--- src/rtl/exe_arb_pkg.sv ---
// Shared definitions for the two-requester execution-unit arbiter.
//   arb_state_t : arbiter FSM encoding (IDLE -> EXEC -> CAPT -> RESP -> IDLE)
//   NUM_REQ     : number of requesters sharing the execution unit
package exe_arb_pkg;

  typedef enum logic [1:0] {
    IDLE = 2'd0,
    EXEC = 2'd1,
    CAPT = 2'd2,
    RESP = 2'd3
  } arb_state_t;

  localparam int NUM_REQ = 2;

endpackage

--- src/rtl/rr_arbiter2.sv ---
// Combinational two-way round-robin arbiter.
// Ports:
//   i_valid [1:0] : request vector
//   i_ptr         : index of the most recently granted requester
//   o_grant [1:0] : one-hot grant, or zero when nothing is requested
// With a single request that request wins; with both requesting, the
// requester that was not granted last wins.
module rr_arbiter2
  import exe_arb_pkg::*;
(
  input  logic [NUM_REQ-1:0] i_valid,
  input  logic               i_ptr,
  output logic [NUM_REQ-1:0] o_grant
);

  always_comb begin
    o_grant = '0;
    case (i_valid)
      2'b01:   o_grant = 2'b01;
      2'b10:   o_grant = 2'b10;
      2'b11:   o_grant = i_ptr ? 2'b01 : 2'b10;
      default: o_grant = 2'b00;
    endcase
  end

endmodule

--- src/rtl/exe_unit_arbiter.sv ---
// Shares one exe_unit_w1 between two requesters.
// Ports:
//   i_clk, i_rsn                  : clock, synchronous active-low reset
//   i_req_valid / o_req_ready     : per-requester request handshake
//   i_req_{oper,argA,argB}{0,1}   : per-requester operation fields
//   o_exe_{oper,argA,argB}        : operands to the execution unit
//   i_exe_result, i_exe_status    : registered result/status from the unit
//   o_rsp_* / i_rsp_ready         : tagged response channel
//   o_busy                        : FSM is outside IDLE
//
// Handshakes: a request k transfers on a posedge where i_req_valid[k] and
// o_req_ready[k] are both 1; requesters hold their fields stable until
// then. A response transfers on a posedge where o_rsp_valid and
// i_rsp_ready are both 1; response fields stay stable until that edge.
// o_req_ready is only ever nonzero in IDLE, so an accepted response and a
// new grant never share a cycle.
module exe_unit_arbiter
  import exe_arb_pkg::*;
#(
  parameter int m = 4,
  parameter int n = 2
) (
  input  logic               i_clk,
  input  logic               i_rsn,
  input  logic [NUM_REQ-1:0] i_req_valid,
  input  logic [n-1:0]       i_req_oper0,
  input  logic [m-1:0]       i_req_argA0,
  input  logic [m-1:0]       i_req_argB0,
  input  logic [n-1:0]       i_req_oper1,
  input  logic [m-1:0]       i_req_argA1,
  input  logic [m-1:0]       i_req_argB1,
  output logic [NUM_REQ-1:0] o_req_ready,
  output logic [n-1:0]       o_exe_oper,
  output logic [m-1:0]       o_exe_argA,
  output logic [m-1:0]       o_exe_argB,
  input  logic [m-1:0]       i_exe_result,
  input  logic [1:0]         i_exe_status,
  output logic               o_rsp_valid,
  output logic               o_rsp_id,
  output logic [m-1:0]       o_rsp_result,
  output logic [1:0]         o_rsp_status,
  input  logic               i_rsp_ready,
  output logic               o_busy
);

  arb_state_t state_q, state_d;
  logic       ptr_q, ptr_d;
  logic       owner_q, owner_d;
  logic [n-1:0] oper_q, oper_d;
  logic [m-1:0] arga_q, arga_d;
  logic [m-1:0] argb_q, argb_d;
  logic         rsp_valid_q, rsp_valid_d;
  logic         rsp_id_q, rsp_id_d;
  logic [m-1:0] rsp_result_q, rsp_result_d;
  logic [1:0]   rsp_status_q, rsp_status_d;

  logic [NUM_REQ-1:0] grant;

  rr_arbiter2 u_rr (
    .i_valid (i_req_valid),
    .i_ptr   (ptr_q),
    .o_grant (grant)
  );

  always_comb begin
    state_d      = state_q;
    ptr_d        = ptr_q;
    owner_d      = owner_q;
    oper_d       = oper_q;
    arga_d       = arga_q;
    argb_d       = argb_q;
    rsp_valid_d  = rsp_valid_q;
    rsp_id_d     = rsp_id_q;
    rsp_result_d = rsp_result_q;
    rsp_status_d = rsp_status_q;

    case (state_q)
      IDLE: begin
        if (grant != '0) begin
          // grant is one-hot here, so bit 1 is the owner index.
          owner_d = grant[1];
          ptr_d   = grant[1];
          oper_d  = grant[1] ? i_req_oper1 : i_req_oper0;
          arga_d  = grant[1] ? i_req_argA1 : i_req_argA0;
          argb_d  = grant[1] ? i_req_argB1 : i_req_argB0;
          state_d = EXEC;
        end
      end
      EXEC: begin
        // Exe unit registers its result at the end of this cycle.
        state_d = CAPT;
      end
      CAPT: begin
        rsp_result_d = i_exe_result;
        rsp_status_d = i_exe_status;
        rsp_id_d     = owner_q;
        rsp_valid_d  = 1'b1;
        state_d      = RESP;
      end
      RESP: begin
        if (i_rsp_ready) begin
          rsp_valid_d = 1'b0;
          state_d     = IDLE;
        end
      end
      default: state_d = IDLE;
    endcase
  end

  always_ff @(posedge i_clk) begin
    if (!i_rsn) begin
      state_q      <= IDLE;
      ptr_q        <= 1'b1;
      owner_q      <= 1'b0;
      oper_q       <= '0;
      arga_q       <= '0;
      argb_q       <= '0;
      rsp_valid_q  <= 1'b0;
      rsp_id_q     <= 1'b0;
      rsp_result_q <= '0;
      rsp_status_q <= '0;
    end else begin
      state_q      <= state_d;
      ptr_q        <= ptr_d;
      owner_q      <= owner_d;
      oper_q       <= oper_d;
      arga_q       <= arga_d;
      argb_q       <= argb_d;
      rsp_valid_q  <= rsp_valid_d;
      rsp_id_q     <= rsp_id_d;
      rsp_result_q <= rsp_result_d;
      rsp_status_q <= rsp_status_d;
    end
  end

  assign o_req_ready  = (state_q == IDLE) ? grant : '0;
  assign o_busy       = (state_q != IDLE);
  assign o_exe_oper   = oper_q;
  assign o_exe_argA   = arga_q;
  assign o_exe_argB   = argb_q;
  assign o_rsp_valid  = rsp_valid_q;
  assign o_rsp_id     = rsp_id_q;
  assign o_rsp_result = rsp_result_q;
  assign o_rsp_status = rsp_status_q;

endmodule

--- config.mk ---
export PLATFORM = sky130hd
export DESIGN_NAME = exe_unit_arbiter
export DESIGN_NICKNAME = d
export VERILOG_FILES = /design/src/rtl/exe_arb_pkg.sv /design/src/rtl/rr_arbiter2.sv /design/src/rtl/exe_unit_arbiter.sv
export SDC_FILE = /design/constraint.sdc
export NUM_CORES = 1
export LEC_CHECK = 0
export CAP_MARGIN = 0
export CORE_ASPECT_RATIO = 1.2
export CORE_MARGIN = 5
export CORE_UTILIZATION = 41
export CTS_CLUSTER_DIAMETER = 150
export CTS_CLUSTER_SIZE = 16
export DETAILED_ROUTE_END_ITERATION = 8
export PLACE_DENSITY_LB_ADDON = 0.1
export RECOVER_POWER = 100
export SYNTH_ARGS = -nofsm -noshare
export SYNTH_HDL_FRONTEND = slang
export SYNTH_SLANG_ARGS = --single-unit
--- constraint.sdc ---
create_clock -name i_clk -period 2.2 [get_ports i_clk]
set_clock_uncertainty 0.15 [all_clocks]
set_input_delay 0.33 -clock i_clk [delete_from_list [all_inputs] [get_ports i_clk]]
set_output_delay 0.33 -clock i_clk [all_outputs]
set_load 0.02 [all_outputs]
### After elaboration in Yosys (flattened, before gate mapping)

Index checks and enable logic that the tools add are counted.

| cells by class | value |
|---|---|
| equal/unequal tests | 8 |
| reductions and logical operators | 7 |
| muxes and demuxes | 11 |

Operators by type and width:

| kind | number |
|---|---|
| $mux W2 | 5 |
| $eq A2 B2 Y1 const B | 4 |
| $mux W4 | 2 |
| $pmux W2 S4 | 1 |
| $pmux W2 S3 | 1 |
| $reduce_and A2 Y1 | 3 |
| $reduce_bool A2 Y1 | 3 |
| $eq A2 B1 Y1 const B | 2 |
| $ne A2 B2 Y1 const B | 2 |
| $logic_not A2 Y1 | 1 |
| $pmux W1 S2 | 1 |
| $mux W1 | 1 |

| storage, ports and cells | value |
|---|---|
| output and inout port bits | 21 |
| register bits | 22 |
| input port bits | 31 |
| word-level logic and storage cells | 36 |

### Logic depth before layout (Yosys ltp)

| logic depth | value |
|---|---|
| depth in word-level cells | 5 |
| mapped depth | 6 |
| depth with buffers taken out | 5 |

### Cells and area by module

From an unflattened synthesis, not the netlist that was laid out.

| second synthesis, totals | value |
|---|---|
| cell total of the unflattened synthesis | 104 |
| area total of the unflattened synthesis | 1054.8 sq um |

Modules (own cells, without submodules):

| module | seq. area each (sq um) | area an instance (sq um) | cells an instance | instances |
|---|---|---|---|---|
| exe_unit_arbiter | 440.4 | 1036.0 | 101 | 1 |
| rr_arbiter2 | 0.0 | 18.8 | 3 | 1 |

### Worst setup path before layout

No wires, ideal clock.

| path | value |
|---|---|
| path type | reg-to-output |
| start | reg state_q[0] |
| end | out o_req_ready[0] |
| buffers on the path | 1 |
| cell stages (with the launch flop) | 6 |
| data arrival time | 1180 ps |
| setup slack | 540 ps |
| data required time | 1720 ps |
| path through | dfxtp_1 -> inv_1 -> ha_1 -> nand2_1 -> buf_2 -> nor2_1 |

| on the way | value |
|---|---|
| cells in the longest elaborated chain, start to end | 2 |

Ends and longest elaborated chain:

| item | RTL line | source |
|---|---|---|
| from (decl) | exe_unit_arbiter.sv:46 | `arb_state_t state_q, state_d;` |
| from (signal assigned) | exe_unit_arbiter.sv:123 | `state_q <= state_d;` |
| $logic_not A2 Y1 | exe_unit_arbiter.sv:136 | `assign o_req_ready = (state_q == IDLE) ? grant : '0;` |
| $mux W2 | exe_unit_arbiter.sv:136 |  |
| to (decl) | exe_unit_arbiter.sv:32 | `output logic [NUM_REQ-1:0] o_req_ready,` |

Every way passes these cells.

### Final worst setup path

Ends and elaborated chain as after synthesis.

==> flow_summary_export.csv <==
group,metric,value,unit
timing,fmax,489,MHz
place,place_ws,-0.0134,ns
synth,seq_area_frac_synth,0.450,
synth,avgSynthCellArea,9.50,um2
power,p_int,0.962,mW
place,place_area,1520,um2
routing,via_count,954,
power,p_seq_frac,0.363,
floorplanning,io_pins,52,
routing,ant_nets,0,
clocking,clk_latency,0.29,ns
global_routing,grt_use_total,0.159,
critical_path,crit_path_start_kind,"register",
synth,syn-num-nets,137,
power,power_frac_clock,0.110,
floorplanning,die_w,54.6,um
min_path,hold_depth,2,
routing,viasPerCell,5.16,
min_path,holdCritPathClass,"reg2reg",
clocking,clk_pin_slew,0.11,ns
synth,netlist_area,978,um2
power,switching_share,0.394,
cells_and_area,design_area,1530,um2
timing,slew_violations,0,
place,dp_hpwl,2.04,mm
cells_and_area,n_fill_cell,198,
global_routing,grt_pass1_vias,990,
timing,tightest_slew,0.515,ns
cells_and_area,final_cell_mix,"clkdlybuf4s50_1, dfxtp_1, dlygate4sd3_1, nor2_1, nor2b_1",
global_routing,antenna_found_initial,0,
cells_and_area,multi_input_area,483,um2
clocking,clockRootBuffer,"clkbuf_4",
synth,yosys.area.top_type,"dfxtp_1",
routing,wire_per_inst,13.9,um
cells_and_area,final_common_cell,"clkdlybuf4s50_1",
critical_path,cp.arrival,1.57,ns
clocking,cts_tree,"done",
critical_path,cp.required,1.72,ns
power,power.leakage,0.621,nW
cells_and_area,syn2layout_area_growth,56.5,%
timing,fin_hold_ws,0.359,ns
floorplanning,fp.coreArea,2280,um2
critical_path,path_class,"reg2out",
clocking,cts.path.max_buffers,2,
run,max-cap-violations,0,
floorplanning,start_util,0.429,
routing,drt_drc_violations_left,0,
place,finalWeightedCongestion,0.771,
timing,period_needed,2.05,ns
clocking,postCtsSetupRepairBufs,0,
timing,period_share,0.930,
power,comb_power_share,0.528,
timing,slew_headroom,0.657,
critical_path,crit_path_max_fanout,6,
synth,synthDistinctLibCells,17,
routing,drt_iter0_markers,15,
clocking,clock_sinks,22,
cells_and_area,nets,190,
timing,finalHoldViolations,0,
critical_path,r2r_cells,6,
cells_and_area,antenna_cells,0,
global_routing,grt_pass1_wl,4.21,mm
synth,yosys.area.top_type_share,0.450,
critical_path,endpoint_kind,"primary output",
synth,syn_inst,103,
timing,setup_viol,0,
power,powerDensity,1040,nW/um2
place,portBuffers,51,
power,p_sw,0.625,mW
cells_and_area,drive_above_1_share,0.0519,
routing,drt-total-wl,2.57,mm
clocking,htreeDepth,1,
floorplanning,dieHeight,63.5,um
clocking,cts_buffers,3,
timing,setup_ws,0.154,ns
power,vdd_drop_max,764,uV
routing,firstDrtPassIters,4,
global_routing,grt.overflow.total,0,
global_routing,grt_max_degree,14,
cells_and_area,regArea,440,um2
floorplanning,rows,19,
synth,netlist_top_cells_area,"dfxtp_1, o32ai_1, mux2i_1, o31ai_1, nor2b_1",
synth,synth_warnings,0,
floorplanning,die_area,3470,um2
synth,ys_seq_elements,22,
run_status,status,"completed",
-- metrics by stage --
| stage | util | instances | TNS [ns] | total power [mW] |
|---|---|---|---|---|
| after detailed placement | 0.667 | 182 | -0.0134 | 1.50 |
| after CTS | 0.675 | 185 | 0 | 1.67 |
| after floorplan | - | 103 | 0 | 1.13 |
| after global routing | 0.671 | 185 | -0.0125 | 1.71 |
| final | 0.671 | 185 | 0 | 1.59 |
| after global placement | 0.667 | 182 | 0 | 1.47 |
-- synthesized netlist by cell type, drive strengths merged --
cell type	n
o31ai	10
nor2b	11
dfxtp	22
o211ai	1
o21a	3
and2	2
nand2	6
buf	6
a21oi	2
nor2	13
o32ai	10
ha	3
mux2i	8
inv	3
o31a	1
clkbuf	2
-- cell families (layout without fill, tap and decap cells) --
group,after synthesis,in the layout,share of synthesized area
AOI/OAI and AO/OA,27,27,0.217
and+or+nand+nor,32,32,0.156
DFF,22,22,0.450
buffers and inverters,11,62,0.0563
muxes,8,8,0.0818
adders and majority gates,3,3,0.0384
-- final timing paths --
kind                       from             end  slack, ns
hold / removal    o_exe_argB[0]   o_exe_argB[0]       0.36
hold reg to reg   o_exe_argB[0]   o_exe_argB[0]       0.36
setup reg to reg     state_q[0]         owner_q       0.46
setup / recovery     state_q[0]  o_req_ready[0]       0.15
-- state kept, by name, summed over array words and instances (netlist names) --
register and cells:
o_rsp_id 1, o_rsp_result 4, state_q 2, o_exe_argB 4, o_rsp_status 2, o_exe_argA 4
owner_q 1, ptr_q 1, o_exe_oper 2, o_rsp_valid 1
-- power by group through the flow --
stage	Combinational, mW	Clock, mW	Sequential [mW]
global placement	0.886	0	0.585
global route	0.915	0.202	0.592
CTS	0.903	0.185	0.582
detailed placement	0.910	0	0.591
finish	0.837	0.174	0.576
floorplan	0.431	0	0.697
-- final cells by class --
class | count | share of cell area
timing repair buffer | 56 | 0.350
multi-input combinational | 70 | 0.315
inverter | 3 | 0.00735
clock buffer | 3 | 0.0147
tap | 31 | 0.0253
sequential | 22 | 0.288
-- per-layer routing --
layer	global-route usage	wire (um)
met2	0.277	1330
met5	0	0
met1	0.170	1010
met4	0.0561	17
met3	0.0542	216
-- repair_timing --
action                     4_1_cts  5_1_grt
setup endpoints to repair        2        1
hold buffers                     0        0
gates resized for setup          2        1
gates cloned                     0        0
-- worst max-delay path, stage by stage, from the launching register on --
cell and delay, ns:
dfxtp_1 0.34, inv_1 0.08, ha_1 0.26, nand2_1 0.11, nor2_1 0.14, dlygate4sd2_1 0.35
(Power assumes the default switching activity.)
